--- config.mk ---
export PLATFORM = sky130hd
export DESIGN_NAME = mem_arbiter
export DESIGN_NICKNAME = d
export VERILOG_FILES = /design/src/rtl/mips_pkg.sv /design/src/rtl/tmo_counter.sv /design/src/rtl/mem_arbiter.sv
export SDC_FILE = /design/constraint.sdc
export NUM_CORES = 1
export LEC_CHECK = 0
export BUFFER_PORTS_ARGS = -buffer_cell sky130_fd_sc_hd__buf_2
export CORE_AREA = 4 4 151 153
export DETAILED_ROUTE_END_ITERATION = 7
export DIE_AREA = 0 0 155 157
export PLACE_DENSITY = 0.77
export SLEW_MARGIN = 20
export SYNTH_ARGS = -nofsm -noshare
export SYNTH_HDL_FRONTEND = slang
export SYNTH_SLANG_ARGS = --single-unit
--- constraint.sdc ---
create_clock -name clk -period 3.7 [get_ports clk]
set_input_delay 0.37 -clock clk [delete_from_list [all_inputs] [get_ports clk]]
set_output_delay 0.37 -clock clk [all_outputs]
set_load 0.05 [all_outputs]
--- src/rtl/mips_pkg.sv ---
// Shared types and constants for the memory arbiter.
package mips_pkg;

    localparam int unsigned ADDR_W      = 32;
    localparam int unsigned INSTR_W     = 32;
    localparam int unsigned TMO_DEFAULT = 16;

    typedef enum logic [1:0] {
        IDLE  = 2'd0,
        IBUSY = 2'd1,
        DBUSY = 2'd2
    } arb_state_e;

endpackage

--- src/rtl/tmo_counter.sv ---
// Busy-cycle counter with a registered terminal-count flag at TMO-1.
module tmo_counter #(
    parameter int unsigned TMO = 16
) (
    input  logic clk,
    input  logic reset,
    input  logic clr_i,
    input  logic en_i,
    output logic tc_o
);

    localparam int unsigned CW   = (TMO > 1) ? $clog2(TMO) : 1;
    localparam logic [CW-1:0] LAST = CW'(TMO - 1);

    logic [CW-1:0] cnt_q, cnt_d;
    logic          tc_q;

    always_comb begin
        cnt_d = cnt_q;
        if (clr_i) begin
            cnt_d = '0;
        end else if (en_i) begin
            cnt_d = cnt_q + CW'(1);
        end
    end

    // tc is precomputed from the next count so it is valid in the cycle the count reaches LAST
    always_ff @(posedge clk) begin
        if (!reset) begin
            cnt_q <= '0;
            tc_q  <= 1'b0;
        end else begin
            cnt_q <= cnt_d;
            tc_q  <= (cnt_d == LAST);
        end
    end

    assign tc_o = tc_q;

endmodule

--- src/rtl/mem_arbiter.sv ---
// Arbitrates fetch (I) and data (D) requests onto a single memory port with timeout.
module mem_arbiter
    import mips_pkg::*;
#(
    parameter int unsigned N   = 64,
    parameter int unsigned TMO = TMO_DEFAULT
) (
    input  logic              clk,
    input  logic              reset,
    input  logic              ireq,
    input  logic [ADDR_W-1:0] iaddr,
    output logic              idone,
    output logic [INSTR_W-1:0] irdata,
    output logic              istall,
    input  logic              dreq,
    input  logic              dwe,
    input  logic [ADDR_W-1:0] daddr,
    input  logic [N-1:0]      dwdata,
    output logic              ddone,
    output logic [N-1:0]      drdata,
    output logic              dstall,
    output logic              mem_req,
    output logic              mem_we,
    output logic [ADDR_W-1:0] mem_addr,
    output logic [N-1:0]      mem_wdata,
    input  logic [N-1:0]      mem_rdata,
    input  logic              mem_ready,
    output logic              err
);

    arb_state_e state_q, state_d;

    logic               mem_req_q, mem_req_d;
    logic               mem_we_q, mem_we_d;
    logic [ADDR_W-1:0]  mem_addr_q, mem_addr_d;
    logic [N-1:0]       mem_wdata_q, mem_wdata_d;
    logic               idone_q, idone_d;
    logic               ddone_q, ddone_d;
    logic [INSTR_W-1:0] irdata_q, irdata_d;
    logic [N-1:0]       drdata_q, drdata_d;
    logic               err_q, err_d;

    logic idle, busy, grant_d, grant_i, tc, cnt_clr, cnt_en;

    // A port is not re-granted during its own done cycle; D has priority
    assign idle    = (state_q == IDLE);
    assign busy    = ~idle;
    assign grant_d = idle & dreq & ~ddone_q;
    assign grant_i = idle & ireq & ~idone_q & ~grant_d;
    assign cnt_clr = grant_d | grant_i;
    assign cnt_en  = busy & ~mem_ready & ~tc;

    tmo_counter #(
        .TMO (TMO)
    ) u_tmo (
        .clk   (clk),
        .reset (reset),
        .clr_i (cnt_clr),
        .en_i  (cnt_en),
        .tc_o  (tc)
    );

    always_ff @(posedge clk) begin
        if (!reset) begin
            state_q <= IDLE;
        end else begin
            state_q <= state_d;
        end
    end

    always_comb begin
        state_d = state_q;
        unique case (state_q)
            IDLE: begin
                if (grant_d) begin
                    state_d = DBUSY;
                end else if (grant_i) begin
                    state_d = IBUSY;
                end
            end
            IBUSY, DBUSY: begin
                if (mem_ready || tc) begin
                    state_d = IDLE;
                end
            end
            default: state_d = IDLE;
        endcase
    end

    // mem_ready wins over a coincident timeout
    always_comb begin
        mem_req_d   = mem_req_q;
        mem_we_d    = mem_we_q;
        mem_addr_d  = mem_addr_q;
        mem_wdata_d = mem_wdata_q;
        idone_d     = 1'b0;
        ddone_d     = 1'b0;
        irdata_d    = irdata_q;
        drdata_d    = drdata_q;
        err_d       = err_q;
        if (grant_d) begin
            mem_req_d   = 1'b1;
            mem_we_d    = dwe;
            mem_addr_d  = daddr;
            mem_wdata_d = dwdata;
        end else if (grant_i) begin
            mem_req_d  = 1'b1;
            mem_we_d   = 1'b0;
            mem_addr_d = iaddr;
        end else if (busy && (mem_ready || tc)) begin
            mem_req_d = 1'b0;
            mem_we_d  = 1'b0;
            idone_d   = (state_q == IBUSY);
            ddone_d   = (state_q == DBUSY);
            if (mem_ready) begin
                if (state_q == IBUSY) begin
                    irdata_d = mem_addr_q[2] ? mem_rdata[2*INSTR_W-1:INSTR_W]
                                             : mem_rdata[INSTR_W-1:0];
                end else begin
                    drdata_d = mem_rdata;
                end
            end else begin
                err_d = 1'b1;
                if (state_q == IBUSY) begin
                    irdata_d = '0;
                end else begin
                    drdata_d = '0;
                end
            end
        end
    end

    always_ff @(posedge clk) begin
        if (!reset) begin
            mem_req_q   <= 1'b0;
            mem_we_q    <= 1'b0;
            mem_addr_q  <= '0;
            mem_wdata_q <= '0;
            idone_q     <= 1'b0;
            ddone_q     <= 1'b0;
            irdata_q    <= '0;
            drdata_q    <= '0;
            err_q       <= 1'b0;
        end else begin
            mem_req_q   <= mem_req_d;
            mem_we_q    <= mem_we_d;
            mem_addr_q  <= mem_addr_d;
            mem_wdata_q <= mem_wdata_d;
            idone_q     <= idone_d;
            ddone_q     <= ddone_d;
            irdata_q    <= irdata_d;
            drdata_q    <= drdata_d;
            err_q       <= err_d;
        end
    end

    assign mem_req   = mem_req_q;
    assign mem_we    = mem_we_q;
    assign mem_addr  = mem_addr_q;
    assign mem_wdata = mem_wdata_q;
    assign idone     = idone_q;
    assign ddone     = ddone_q;
    assign irdata    = irdata_q;
    assign drdata    = drdata_q;
    assign err       = err_q;
    assign istall    = ireq & ~idone_q;
    assign dstall    = dreq & ~ddone_q;

endmodule

==> results.ini <==
[global_routing]
top_usage_layer = met2
grtUsageMet3 = 0.0572
grt_util_met2 = 0.350
grt_pass1_wl_um = 41200
grt_pass1_vias = 7774
grt.overflow.total = 0
grt_max_degree = 91
antenna_found_initial = 2
grt.total_usage = 0.203
grt_util_met1 = 0.247

[worst_setup_path]
critPathLaunch = state_q[1]$_SDFFE_PN0P_
critPathSlowestCell = or3_4
startpoint_type = register
crit_path_max_fanout = 39
critPathBufInv = 2
arrival_ns = 2.74
critPathRequiredTime_ns = 4.14
worstSetupEndpoint = drdata[28]$_SDFFE_PN0P_
regToRegStartpoint = state_q[1]$_SDFFE_PN0P_
slowest_delay_ns = 0.70
crit_path_end_kind = register
crit_family = simple AND/OR/NAND/NOR gates
r2r_setup_slack_ns = 1.40
r2r_end = drdata[28]$_SDFFE_PN0P_
worst-path-stages = 6
reg2reg_depth = 6
path_cells = inv_1, ha_2, or3_4, buf_12, a21oi_2, nor2_1
criticalPathCategory = reg -> reg

[synth]
synth-edff-count = 0
ys.flop_type = dfxtp_1
yosysSeqAreaShare = 0.491
yosys.area.top_type = dfxtp_1
ys_ff_latch = 204
syn_inst = 923
yosys.area.top_type_share = 0.491
synthTopCellsByArea = dfxtp_1 (49%), nand2_1 (8.9%), nor4bb_1 (7.7%)
syn_nets = 1125
syn_area_per_cell_um2 = 9.00
synth_cell_types = 37
syn_area_um2 = 8310
yosysWarningCount = 0
ys_async_sr_fraction = 0

[pwr]
p_leak_nw = 5.22
comb_power_share = 0.246
total_power_w = 0.00634
ir_worst_vdd_mv = 0.329
p_int_w = 0.00422
p_sw_frac = 0.334
power.switching_w = 0.00212
power_frac_seq = 0.388
clockPowerShare = 0.366
p_per_area_nw_per_um2 = 567

[placed_design]
gp_congestion = 0.843
dpl-instance-area_um2 = 10400
dp_hpwl_um = 18900
port_buffers = 396

[cells_and_area]
syn_to_final_growth_pct = 34.6
seq_area_um2 = 4090
finalInstanceArea_um2 = 11200
layout_commonest_cell = buf_2
multi_input_area_um2 = 3820
fillers = 1998
nets = 1479
diodes = 0
layout_common_cells = buf_2 (396), dfxtp_1 (203), nand2_1 (195)
drive_gt1_frac = 0.402

[die]
rows = 54
die_area_um2 = 24300
core_area_um2 = 21600
die_w_um = 155
num_io_pins = 397
start_util = 0.386
die_y_um = 157

[clock_tree]
numCtsBuffers = 23
cts_max_path_buffers = 3
postCtsHoldBufs = 0
clk_pin_slew_ns = 0.06
cts_resized = 0
cts_tree = done
cts_sinks = 204
clock_latency_ns = 0.51
cts_setup_buffers = 0
htreeDepth = 1
root_buffer = clkbuf_16

[route]
vias = 8112
viasPerCell = 5.16
wl_um = 26800
drc = 0
drt-initial-drc-count = 477
avgRoutedWirePerCell_um = 17.0
dr.pass1.iters = 5
ant_nets = 0

[timing]
drv_slew = 0
totalNegativeSetupSlack_ns = 0
grt_setup_unrepaired = false
maxClockFrequency_mhz = 436
slew_headroom = 0.376
setup_viol = 0
hold_viol_final = 0
finalCriticalPeriod_ns = 2.30
min_period_over_period = 0.621
fin_skew_ns = 0.0112
tightest_slew_ns = 0.936

[run]
cap_violations = 0

[status]
status = finished clean

[worst_hold_path]
hold_path.class = in -> reg

layer usage:
layer / vias to the layer above / routed length [um]
met1: 3760 / 10400
met3: 59 / 2500
met2: 386 / 12900
met5: - / 15
met4: 4 / 872
li1: 3903 / -
state kept, by name (all words and copies together) (netlist names):
register and cells:
idone 1, state_q 2, u_tmo.tc_o 1, mem_req 1, ddone 1, mem_we 1
u_tmo.cnt_q 4, mem_wdata 64, irdata 32, drdata 64, mem_addr 32, err 1
tightest hold or removal path, cell delays in order:
cell and delay [ns]:
buf_2 0.09, nand2_1 0.04, a21oi_1 0.05
how the worst min path moves through the flow:
stage                               startpoint                    endpoint  slack [ns]  depth (start not counted)
finish                              dwdata[16]  mem_wdata[16]$_SDFFE_PN0P_        0.11                          3
global route                        dwdata[32]  mem_wdata[32]$_SDFFE_PN0P_        0.09                          3
CTS                                 dwdata[32]  mem_wdata[32]$_SDFFE_PN0P_        0.08                          3
detailed placement     irdata[17]$_SDFFE_PN0P_     irdata[17]$_SDFFE_PN0P_        0.44                          1
global placement    mem_wdata[45]$_SDFFE_PN0P_  mem_wdata[45]$_SDFFE_PN0P_        0.44                          2
floorplan            u_tmo.cnt_q[3]$_SDFF_PN0_   u_tmo.cnt_q[3]$_SDFF_PN0_        0.47                          2
final cells by class:
class,instances,share of cell area
sequential,204,0.365
clock inverter,7,0.0104
multi-input combinational,628,0.341
tap,280,0.0313
clock buffer,32,0.0580
inverter,6,0.00224
timing repair buffer,414,0.191
cells in the mapped netlist, types with 3 or more instances:
master     count
mux2i_1       32
dfxtp_1      204
buf_1          5
ha_1           4
a21oi_2       60
o2bb2ai_1     31
inv_1          5
buf_2         19
a311oi_1      31
clkbuf_1      51
nand2b_1       4
o21ai_0        3
a21oi_1       75
buf_4          4
nor4bb_1      64
buf_6          6
nand2_1      196
o22ai_1        3
nor3_1         3
nor2_1       103
cell families (layout without fill, tap and decap cells):
family          after synthesis  in the layout  synth area share
flops                       204            204             0.491
fa+ha+maj                     4              4           0.00602
mux                          33             33            0.0399
simple gates                380            380             0.225
xor+xnor                      3              3           0.00316
buf+inv                      91            459            0.0512
compound gates              208            208             0.183
per-stage QoR:
stage | hold slack [ns] | utilization | cells | setup WS, ns
2_1_floorplan | 0.471 | - | 923 | 1.85
3_3_place_gp | 0.439 | 0.484 | 1532 | 1.50
3_5_place_dp | 0.442 | 0.484 | 1532 | 1.42
4_1_cts | 0.0811 | 0.519 | 1571 | 1.40
5_1_grt | 0.0857 | 0.519 | 1571 | 1.22
6_report | 0.105 | 0.519 | 1571 | 1.40
power groups by stage:
stage	logic, W	registers (W)	clock network [W]
after floorplan	0.000597	0.00305	0
after global placement	0.00154	0.00250	0
after detailed placement	0.00156	0.00250	0
after CTS	0.00157	0.00246	0.00237
after global routing	0.00167	0.00248	0.00245
final	0.00156	0.00246	0.00232
(Power assumes the default switching activity.)
